--- src/rtl/hc595_rx.sv ---
// Receiver for the two-chip 74HC595 serial display link: deserializes 16-bit frames into sel/seg.
// Optional HC595_RX_Q7S_EN adds a registered cascade output q7s (sr[15]).
module hc595_rx #(
   parameter int unsigned TIMEOUT_CYC = 1024,
   parameter int unsigned ERR_CNT_W   = 8
) (
   input  logic                 sys_clk,
   input  logic                 sys_rst_n,
   input  logic                 ds,
   input  logic                 shcp,
   input  logic                 stcp,
   output logic [7:0]           sel_o,
   output logic [7:0]           seg_o,
   output logic                 frame_vld,
   output logic                 frame_err,
   output logic [ERR_CNT_W-1:0] err_cnt,
   output logic                 link_up
`ifdef HC595_RX_Q7S_EN
   ,
   output logic                 q7s
`endif
);

   localparam int unsigned     IdleW    = $clog2(TIMEOUT_CYC + 1);
   localparam logic [IdleW-1:0] IdleMax  = IdleW'(TIMEOUT_CYC);
   localparam logic [IdleW-1:0] IdleLast = IdleW'(TIMEOUT_CYC - 1);
   localparam logic [4:0]       BitMax   = 5'd31;
   localparam logic [4:0]       FrameLen = 5'd16;

   // Index 0 = s1, 1 = s2, 2 = s3 (history); equal depth keeps ds aligned to shcp.
   logic [2:0] ds_sync_q;
   logic [2:0] shcp_sync_q;
   logic [2:0] stcp_sync_q;

   logic ds_s2;
   logic sh_rise;
   logic st_rise;

   logic [15:0]          sr_q, sr_d;
   logic [4:0]           bit_cnt_q, bit_cnt_d;
   logic                 synced_q, synced_d;
   logic [7:0]           sel_q, sel_d;
   logic [7:0]           seg_q, seg_d;
   logic                 vld_q, vld_d;
   logic                 err_q, err_d;
   logic [ERR_CNT_W-1:0] err_cnt_q, err_cnt_d;
   logic [IdleW-1:0]     idle_q, idle_d;
   logic                 link_q, link_d;

   always_ff @(posedge sys_clk or negedge sys_rst_n) begin
      if (!sys_rst_n) begin
         ds_sync_q   <= '0;
         shcp_sync_q <= '0;
         stcp_sync_q <= '0;
      end else begin
         ds_sync_q   <= {ds_sync_q[1:0], ds};
         shcp_sync_q <= {shcp_sync_q[1:0], shcp};
         stcp_sync_q <= {stcp_sync_q[1:0], stcp};
      end
   end

   assign ds_s2   = ds_sync_q[1];
   assign sh_rise = shcp_sync_q[1] & ~shcp_sync_q[2];
   assign st_rise = stcp_sync_q[1] & ~stcp_sync_q[2];

   // The ds history flop exists only to keep all three pipelines identical.
   logic unused_ds_s3;
   assign unused_ds_s3 = ds_sync_q[2];

   always_comb begin
      sr_d      = sr_q;
      bit_cnt_d = bit_cnt_q;
      synced_d  = synced_q;
      sel_d     = sel_q;
      seg_d     = seg_q;
      vld_d     = 1'b0;
      err_d     = 1'b0;
      err_cnt_d = err_cnt_q;
      idle_d    = idle_q;
      link_d    = link_q;

      if (sh_rise) begin
         sr_d = {sr_q[14:0], ds_s2};
         if (bit_cnt_q != BitMax) begin
            bit_cnt_d = bit_cnt_q + 5'd1;
         end
      end

      // Latch decisions use the pre-shift sr/bit_cnt; a coincident bit starts the next frame.
      if (st_rise) begin
         bit_cnt_d = sh_rise ? 5'd1 : 5'd0;
         if (!synced_q) begin
            synced_d = 1'b1;
         end else if (bit_cnt_q == FrameLen) begin
            seg_d = sr_q[15:8];
            sel_d = sr_q[7:0];
            vld_d = 1'b1;
         end else begin
            err_d = 1'b1;
            if (err_cnt_q != {ERR_CNT_W{1'b1}}) begin
               err_cnt_d = err_cnt_q + ERR_CNT_W'(1);
            end
         end
      end

      if (sh_rise) begin
         idle_d = '0;
         link_d = 1'b1;
      end else if (idle_q != IdleMax) begin
         idle_d = idle_q + IdleW'(1);
         // Timeout fires once on reaching the limit; the next stcp becomes a resync.
         if (idle_q == IdleLast) begin
            link_d   = 1'b0;
            synced_d = 1'b0;
         end
      end
   end

   always_ff @(posedge sys_clk or negedge sys_rst_n) begin
      if (!sys_rst_n) begin
         sr_q      <= '0;
         bit_cnt_q <= '0;
         synced_q  <= 1'b0;
         sel_q     <= 8'hFF;
         seg_q     <= 8'hFF;
         vld_q     <= 1'b0;
         err_q     <= 1'b0;
         err_cnt_q <= '0;
         idle_q    <= '0;
         link_q    <= 1'b0;
      end else begin
         sr_q      <= sr_d;
         bit_cnt_q <= bit_cnt_d;
         synced_q  <= synced_d;
         sel_q     <= sel_d;
         seg_q     <= seg_d;
         vld_q     <= vld_d;
         err_q     <= err_d;
         err_cnt_q <= err_cnt_d;
         idle_q    <= idle_d;
         link_q    <= link_d;
      end
   end

   assign sel_o     = sel_q;
   assign seg_o     = seg_q;
   assign frame_vld = vld_q;
   assign frame_err = err_q;
   assign err_cnt   = err_cnt_q;
   assign link_up   = link_q;

`ifdef HC595_RX_Q7S_EN
   logic q7s_q;

   always_ff @(posedge sys_clk or negedge sys_rst_n) begin
      if (!sys_rst_n) begin
         q7s_q <= 1'b0;
      end else begin
         q7s_q <= sr_q[15];
      end
   end

   assign q7s = q7s_q;
`endif

endmodule

--- config.mk ---
export PLATFORM = sky130hd
export DESIGN_NAME = hc595_rx
export DESIGN_NICKNAME = d
export VERILOG_FILES = /design/src/rtl/hc595_rx.sv
export SDC_FILE = /design/constraint.sdc
export NUM_CORES = 1
export LEC_CHECK = 0
export ABC_CLOCK_PERIOD_IN_PS = 1700
export BUFFER_PORTS_ARGS = -buffer_cell sky130_fd_sc_hd__buf_2
export CAP_MARGIN = 20
export CORE_AREA = 5 5 86 88
export CTS_CLUSTER_SIZE = 8
export DETAILED_ROUTE_END_ITERATION = 8
export DIE_AREA = 0 0 91 93
export PLACE_DENSITY = 0.76
export SLEW_MARGIN = 20
export SYNTH_ARGS = -nofsm -noshare
export SYNTH_HDL_FRONTEND = slang
export SYNTH_SLANG_ARGS = --single-unit
export TNS_END_PERCENT = 20
--- constraint.sdc ---
create_clock -name sys_clk -period 1.7 [get_ports sys_clk]
set_input_delay 0.085 -clock sys_clk [delete_from_list [all_inputs] [get_ports sys_clk]]
set_output_delay 0.085 -clock sys_clk [all_outputs]
set_load 0.03 [all_outputs]
Yosys cells after proc, flatten, opt, wreduce, memory -nomap -nowiden
Cells that the tools add are included.
- input port bits: 5
- register bits: 68
- bitwise gates (word level): 5
- reduce and logical (&&, ||, !) cells: 8
- $add $sub $neg: 3
- equality and inequality tests: 5
- muxes and demuxes: 19
- operator list (kind ; count):
    $mux 11 ; 2
    $mux 5 ; 3
    $mux 1 ; 14
    $add 11x1->11 const B ; 1
    $eq 11x10->1 const B ; 1
    $ne 11x11->1 const B ; 1
    $add 8x1->8 const B ; 1
    $ne 8x8->1 const B ; 1
    $reduce_bool 2->1 ; 4
    $add 5x1->5 const B ; 1
    $eq 5x5->1 const B ; 1
    $ne 5x5->1 const B ; 1
    $reduce_and 2->1 ; 2
    $reduce_and 4->1 ; 1
    $not 1->1 ; 3
    $reduce_and 3->1 ; 1
    $and 1x1->1 ; 2

Logic depth before layout (Yosys ltp)
Gate-level depths: netlist (run 1).
- depth after elaboration: 6
- gate-level depth with buffers: 7
- depth with buffers taken out: 7

Least setup slack after synthesis (run 1)
No wires, ideal clock.
- kind: flip-flop to flip-flop
- start: register bit_cnt_q[0]
- end: register bit_cnt_q[3]
- clock period less this slack: 1820 ps
- library setup time: 122 ps
- arrival: 1698 ps
- data required time: 1578 ps
- slack: -120 ps
- cell stages (with the launch flop): 8
- cell sequence: dfrtp_1 > ha_1 > and3_1 > ha_1 > nor3b_1 > nand4_1 > xor2_1 > nor2_1
- longest elaborated chain between the ends: 4
- ends and longest elaborated chain (item ; RTL line ; RTL):
    start: declaration ; 40 ; logic [4:0] bit_cnt_q, bit_cnt_d;
    start signal: assignment ; 133 ; bit_cnt_q <= bit_cnt_d;
    $add 5x1->5 ; 85 ; bit_cnt_d = bit_cnt_q + 5'd1;
    $mux 5 ; 84 ; if (bit_cnt_q != BitMax) begin
    $mux 5 ; 82 ; if (sh_rise) begin
    $mux 5 ; 90 ; if (st_rise) begin
Parallel ways exist; a longest one is shown, timed or not. The select of a mux whose other input is x is not followed.
A chain may end at the register's enable or synchronous reset.

Final worst setup path (run 1)
- start: register bit_cnt_q[0]
- end: register err_cnt_q[2] (netlist: err_cnt[2])
- longest elaborated chain between the ends: 3
- ends and longest elaborated chain (item ; RTL line ; RTL):
    $eq 5x5->1 ; 94 ; end else if (bit_cnt_q == FrameLen) begin
    $not 1->1 (no source line) ; -- ;
    $reduce_and 4->1 (no source line) ; -- ;
    end signal: assignment ; 139 ; err_cnt_q <= err_cnt_d;
    end: declaration ; 46 ; logic [ERR_CNT_W-1:0] err_cnt_q, err_cnt_d;
Every way passes these cells.

==> results.json, run 1 <==
{
  "layoutNonFillerInstCount": 377,
  "critPathKind": "reg2reg",
  "synth_xor_area_share_pct": 5.59,
  "seq_area_sq_um": 1720,
  "finalCritPeriodShare_pct": 99.6,
  "routabilityCongestion": 0.754,
  "fin_skew_ns": 0.00678,
  "syn-instance-count": 240,
  "wl_per_cell_um": 13.2,
  "tightest_slew_ns": 0.365,
  "yosys_warnings": 0,
  "start_kind": "flip-flop",
  "synth-adder-area-share_pct": 2.66,
  "synth_compound_area_share_pct": 2.39,
  "post-synth-top-count-cell": "nand2_1",
  "std_cell_rows": 30,
  "crit_family": "flip-flops",
  "netlist_top_cells_area": "dfrtp_1 46%, dfstp_2 15%, nand2_1 7.6%",
  "power_leakage_nw": 1.77,
  "crit_path_max_fanout": 7,
  "crit_slowest_cell": "dfrtp_1",
  "grt_pass1_vias": 1916,
  "viasPerCell": 4.86,
  "vias": 1833,
  "p_total_mw": 4.31,
  "coreArea_sq_um": 6570,
  "required_ns": 1.91,
  "pwr-share-clk_pct": 37.3,
  "combPwrFrac_pct": 17.2,
  "cp_cell_sequence": "inv_2 > ha_4 > and4bb_4 > a211oi_4 > buf_6 > nand2_4 > xnor2_2",
  "yosysTopAreaCell": "dfrtp_1",
  "multi_input_area_sq_um": 1100,
  "utilization_pct": 53.7,
  "cap_viol_max_count": 0,
  "synth_top_family_by_area": "simple AND/OR/NAND/NOR gates",
  "ios": 32,
  "worst_skew_pair.late_latency_ns": 0.33,
  "cts_sinks": 68,
  "whs_ns": 0.298,
  "worstPathArrival_ns": 1.91,
  "synth_fp_nets": 251,
  "start_util_pct": 43.0,
  "post-place-ws_ns": -0.0288,
  "cts_root_buf": "clkbuf_8",
  "drc": 0,
  "maxSlewHeadroom_pct": 75.6,
  "grt_use_total_pct": 13.0,
  "num_antenna_cells": 0,
  "synthFlopType": "dfrtp_1",
  "finalSetupViolCount": 0,
  "fillers": 563,
  "synth_area_per_cell_sq_um": 11.8,
  "p_int_mw": 3.14,
  "crit_path_end_kind": "flip-flop",
  "yosys.cell_types.count": 31,
  "synthMuxAreaShare_pct": 8.34,
  "syn_area_sq_um": 2820,
  "worst_ir_drop_vdd_v": 0.000732,
  "drt_iter0_drc": 82,
  "htreeDepth": 3,
  "drv_slew": 0,
  "synth_commonest_cells": "57 x nand2_1, 52 x dfrtp_1, 17 x nor2_1",
  "fin_nets": 303,
  "synth_top_area_share_pct": 46.1,
  "tns_ns": 0,
  "synth-edff-count": 0,
  "final_cell_area_sq_um": 3530,
  "dp_cells": 355,
  "grt_pass1_wl_mm": 8.88,
  "switchingPower_mw": 1.17,
  "final_hold_viol_count": 0,
  "dr.pass1.iters": 4,
  "dieArea_sq_um": 8460,
  "setup_slack_ns": 0.00747,
  "layout_min_cycle_time_ns": 1.69,
  "wirelength_mm": 4.99,
  "path_buf_inv": 2,
  "max_stage_delay_ns": 0.41,
  "grt_max_degree": 69,
  "dp_hpwl_mm": 3.23,
  "dpl_cell_area_sq_um": 3150,
  "seqPwrFrac_pct": 45.4,
  "cts.clk_slew.worst_paths_ns": 0.07,
  "drive_gt1_share_pct": 36.0,
  "synthArstFlopShare_pct": 100,
  "min_path_type": "in2async",
  "overflow": 0,
  "ys_ff_latch": 68,
  "status": "finished, final reports clean",
  "die_w_um": 91,
  "ant_nets": 0,
  "fmax_ghz": 0.591,
  "rsz0062_at_grt": "yes",
  "cts_tree": "built",
  "portBuffers": 31,
  "syn_to_final_growth_pct": 25.0,
  "ys_seq_area_share_pct": 61.0,
  "cts_max_path_buffers": 2,
  "synth-simple-area-share_pct": 17.8,
  "swShare_pct": 27.2,
  "numCtsBuffers": 9,
  "die_y_um": 93,
  "antenna_found_initial": 0,
  "pwr_density_cell_nw_per_um2": 1220
}
==> cells by family after synthesis <==
kind of cell / after synthesis
mux: 18
compound gates: 10
simple gates: 106
fa+ha+maj: 6
buf+inv: 14
flops: 68
xor+xnor: 18
==> power by group through the flow <==
stage | Combinational (mW) | Clock (mW) | Sequential, mW
2_1_floorplan | 0.269 | 0 | 2.10
3_3_place_gp | 0.655 | 0 | 1.98
3_5_place_dp | 0.685 | 0 | 1.98
4_1_cts | 0.700 | 1.66 | 1.96
5_1_grt | 0.848 | 1.73 | 1.99
6_report | 0.743 | 1.61 | 1.96
==> state kept, by name, indices dropped and copies added, names as in the netlist <==
name and count:
bit_cnt_q 5, ds_sync_q 2, err_cnt 8, frame_err 1
frame_vld 1, idle_q 11, link_up 1, seg_o 8
sel_o 8, shcp_sync_q 3, sr_q 16, stcp_sync_q 3
synced_q 1
==> metal layers <==
| metal | share of wire (%) | wire length, um | vias up | GRT usage [%] |
|---|---|---|---|---|
| met2 | 51 | 2560 | 36 | 20.9 |
| li1 | - | - | 898 | - |
| met4 | 1.5 | 73 | 0 | 7.46 |
| met5 | 0 | 0 | - | 0 |
| met1 | 43 | 2140 | 893 | 16.0 |
| met3 | 4.3 | 214 | 6 | 3.30 |
==> final cells by class <==
type / count / share of cell area, %
repair buffers: 49 / 9.33
inverters: 6 / 0.639
multi-input cells: 158 / 31.3
well taps: 80 / 2.84
clock buffers: 10 / 3.90
flip-flops and latches: 68 / 48.8
clock inverters: 6 / 3.16
==> repair_timing <==
action	CTS	global route
endpoints found under the hold margin	55	0
setup buffers	0	2
setup endpoints to repair	4	28
pin swaps	3	8
cloned	0	0
hold buffers	4	0
gates resized for setup	1	14
==> path summary, 6_finish.rpt <==
check                                  start            to  slack [ns]  depth (start not counted)
worst max-delay path            bit_cnt_q[0]    err_cnt[2]       0.007                          7
worst min-delay path               sys_rst_n     frame_vld        0.30                          3
worst max register to register  bit_cnt_q[0]    err_cnt[2]       0.007                          7
worst min register to register  ds_sync_q[0]  ds_sync_q[1]        0.35                          0
max in group asynchronous          sys_rst_n      seg_o[3]        1.08                          3
min in group sys_clk            ds_sync_q[0]  ds_sync_q[1]        0.35                          0
==> tightest hold or removal path, stage by stage <==
cell           delay (ns)
dlygate4sd3_1        0.52
buf_2                0.12
buf_12               0.30
==> layout by cell type (no fill, tap or decap), drive strengths merged, types with 3 or more instances in the layout <==
cell type and n:
o21ai 4, nand4 8, nand3 4, nand2 57, ha 6, bufinv 3, clkbuf 10, mux2 17
inv 6, xnor2 10, nor2 17, dfrtp 52, and3 6, a21oi 4, dlygate4sd3 4, buf 45
xor2 8, dfstp 16
(Power assumes the default switching activity.)
==> run 2, diff against run 1 <==
Settings changed: CORE_AREA 5 5 86 88 to 5 5 80 82, DIE_AREA 0 0 91 93 to 0 0 85 87, PLACE_DENSITY 0.76 to 0.85.
==> run 2 against run 1 <==
  * Maximum frequency rose by 2.4%
  * Wire length fell by 1.4%
  * Hold slack got worse by 0.11 ns
  * Final cell count fell by 1.6%
  * Combinational power fell by 10%
  * Via count rose by 0.38%
  * Highest routed layer unchanged
==> results.json, run 2 (synthesized netlist as in run 1, its figures left out) <==
{
  "status": "finished, final reports clean",
  "cap_viol_max_count": 0,
  "reg.largest.list": "sr_q x16, idle_q x11",
  "reg2reg_depth": 7,
  "htreeDepth": 3,
  "antenna_found_initial": 0,
  "fin_skew_ns": 0.00696,
  "num_antenna_cells": 0,
  "die_w_um": 85,
  "overflow": 0,
  "p_total_mw": 3.75,
  "numCtsBuffers": 9,
  "power_leakage_nw": 1.70,
  "fillers": 449,
  "final_cell_area_sq_um": 3380,
  "ios": 32,
  "final_cell_mix": "57 x nand2_1, 52 x dfrtp_1, 31 x buf_2",
  "rsz0062_at_grt": "yes",
  "crit_path_max_fanout": 4,
  "fmax_ghz": 0.605,
  "drt_iter0_drc": 95,
  "start_util_pct": 49.7,
  "grt_pass1_wl_mm": 8.50,
  "rr_endpoint": "bit_cnt_q[2]",
  "cts_root_buf": "clkbuf_8",
  "dp_hpwl_mm": 3.42,
  "multi_input_area_sq_um": 1070,
  "finalCritPeriodShare_pct": 97.2,
  "final_common_cell": "nand2_1",
  "finalSetupViolCount": 0,
  "drv_slew": 0,
  "std_cell_rows": 28,
  "start_kind": "flip-flop",
  "wirelength_mm": 4.92,
  "worst_skew_pair.late_latency_ns": 0.34,
  "syn_to_final_growth_pct": 19.7,
  "utilization_pct": 59.5,
  "maxSlewHeadroom_pct": 76.1,
  "grt_use_total_pct": 14.8,
  "critPathKind": "reg2reg",
  "drive_gt1_share_pct": 32.4,
  "ant_nets": 0,
  "worst_ir_drop_vdd_v": 0.000788,
  "cts.clk_slew.worst_paths_ns": 0.07,
  "tightest_slew_ns": 0.358,
  "die_y_um": 87,
  "fin_nets": 302,
  "final_hold_viol_count": 0,
  "grt_pass1_vias": 1817,
  "dpl_cell_area_sq_um": 3130,
  "min_path_type": "in2async",
  "grt_max_degree": 28,
  "cts_max_path_buffers": 2,
  "routabilityCongestion": 0.862,
  "layout_min_cycle_time_ns": 1.65,
  "drc": 0,
  "viasPerCell": 4.96,
  "crit_path_end_kind": "flip-flop",
  "rrSetupSlack_ns": 0.05,
  "r2r-start": "bit_cnt_q[1]",
  "largest_reg_flops": 16,
  "cts_tree": "built",
  "cts_sinks": 68,
  "required_ns": 1.92,
  "layoutNonFillerInstCount": 371,
  "pwr_density_cell_nw_per_um2": 1110,
  "worstPathArrival_ns": 1.88,
  "top_register": "sr_q",
  "dr.pass1.iters": 4,
  "dieArea_sq_um": 7400,
  "coreArea_sq_um": 5680,
  "dp_cells": 350,
  "vias": 1840,
  "wl_per_cell_um": 13.3,
  "seq_area_sq_um": 1720,
  "portBuffers": 31
}
## run 2: cell types whose count changed in the layout (fill, tap and decap cells not counted), moves of 2 or more
cell / delta
clkbuf_1: +4
bufinv_16: -3
ha_1: +2
inv_1: +2
inv_2: -2
## run 2: worst max-delay path by stage
stage,start,slack [ns],cells past startpoint,to
3_3_place_gp,bit_cnt_q[0],0.05,5,err_cnt[1]
2_1_floorplan,err_cnt[0],-0.10,4,err_cnt[1]
3_5_place_dp,bit_cnt_q[0],-0.002,7,bit_cnt_q[3]
6_report,bit_cnt_q[1],0.05,7,bit_cnt_q[2]
5_1_grt,bit_cnt_q[1],-0.07,7,bit_cnt_q[3]
4_1_cts,bit_cnt_q[0],0.01,7,bit_cnt_q[3]
## run 2: timing repair
item                       4_1_cts  5_1_grt
cloned                           0        0
setup endpoints to repair        2       24
pin swaps                        2        4
setup buffers                    0        1
hold endpoints to repair        18        0
gates resized for setup          0        5
hold buffers                     4        0
## run 2: stage by stage
step	setup TNS [ns]	setup slack, ns	hold WS (ns)
5_1_grt	-0.231	-0.0655	0.230
2_1_floorplan	-0.245	-0.102	-0.211
3_5_place_dp	-0.00204	-0.00204	0.0141
4_1_cts	0	0.0119	0.186
3_3_place_gp	0	0.0532	0.00631
6_report	0	0.0479	0.187
## run 2: critical path: stages (launching register included)
cell and delay (ns):
dfrtp_1 0.41, ha_2 0.20, and3_4 0.18, ha_4 0.16
nor3b_4 0.22, nand2_1 0.10, xor2_1 0.20, nor2_1 0.06
## run 2: area by class of cell
type | count | share of cell area (%)
well taps | 75 | 2.78
flip-flops and latches | 68 | 51.0
clock inverters | 2 | 0.370
inverters | 6 | 0.667
repair buffers | 48 | 9.04
multi-input cells | 158 | 31.7
clock buffers | 14 | 4.52
## run 2: per-layer routing
layer	routed length, um	vias up	global-route usage (%)
met5	0	-	0
met4	120	0	7.34
met3	256	11	4.07
met2	2370	37	23.3
met1	2180	898	19.0
li1	-	894	-
## run 2: power by group
part / switching, mW / total, mW / internal (mW)
Combinational: 0.393 / 0.669 / 0.276
Clock: 0.548 / 1.12 / 0.569
Sequential: 0.162 / 1.97 / 1.81
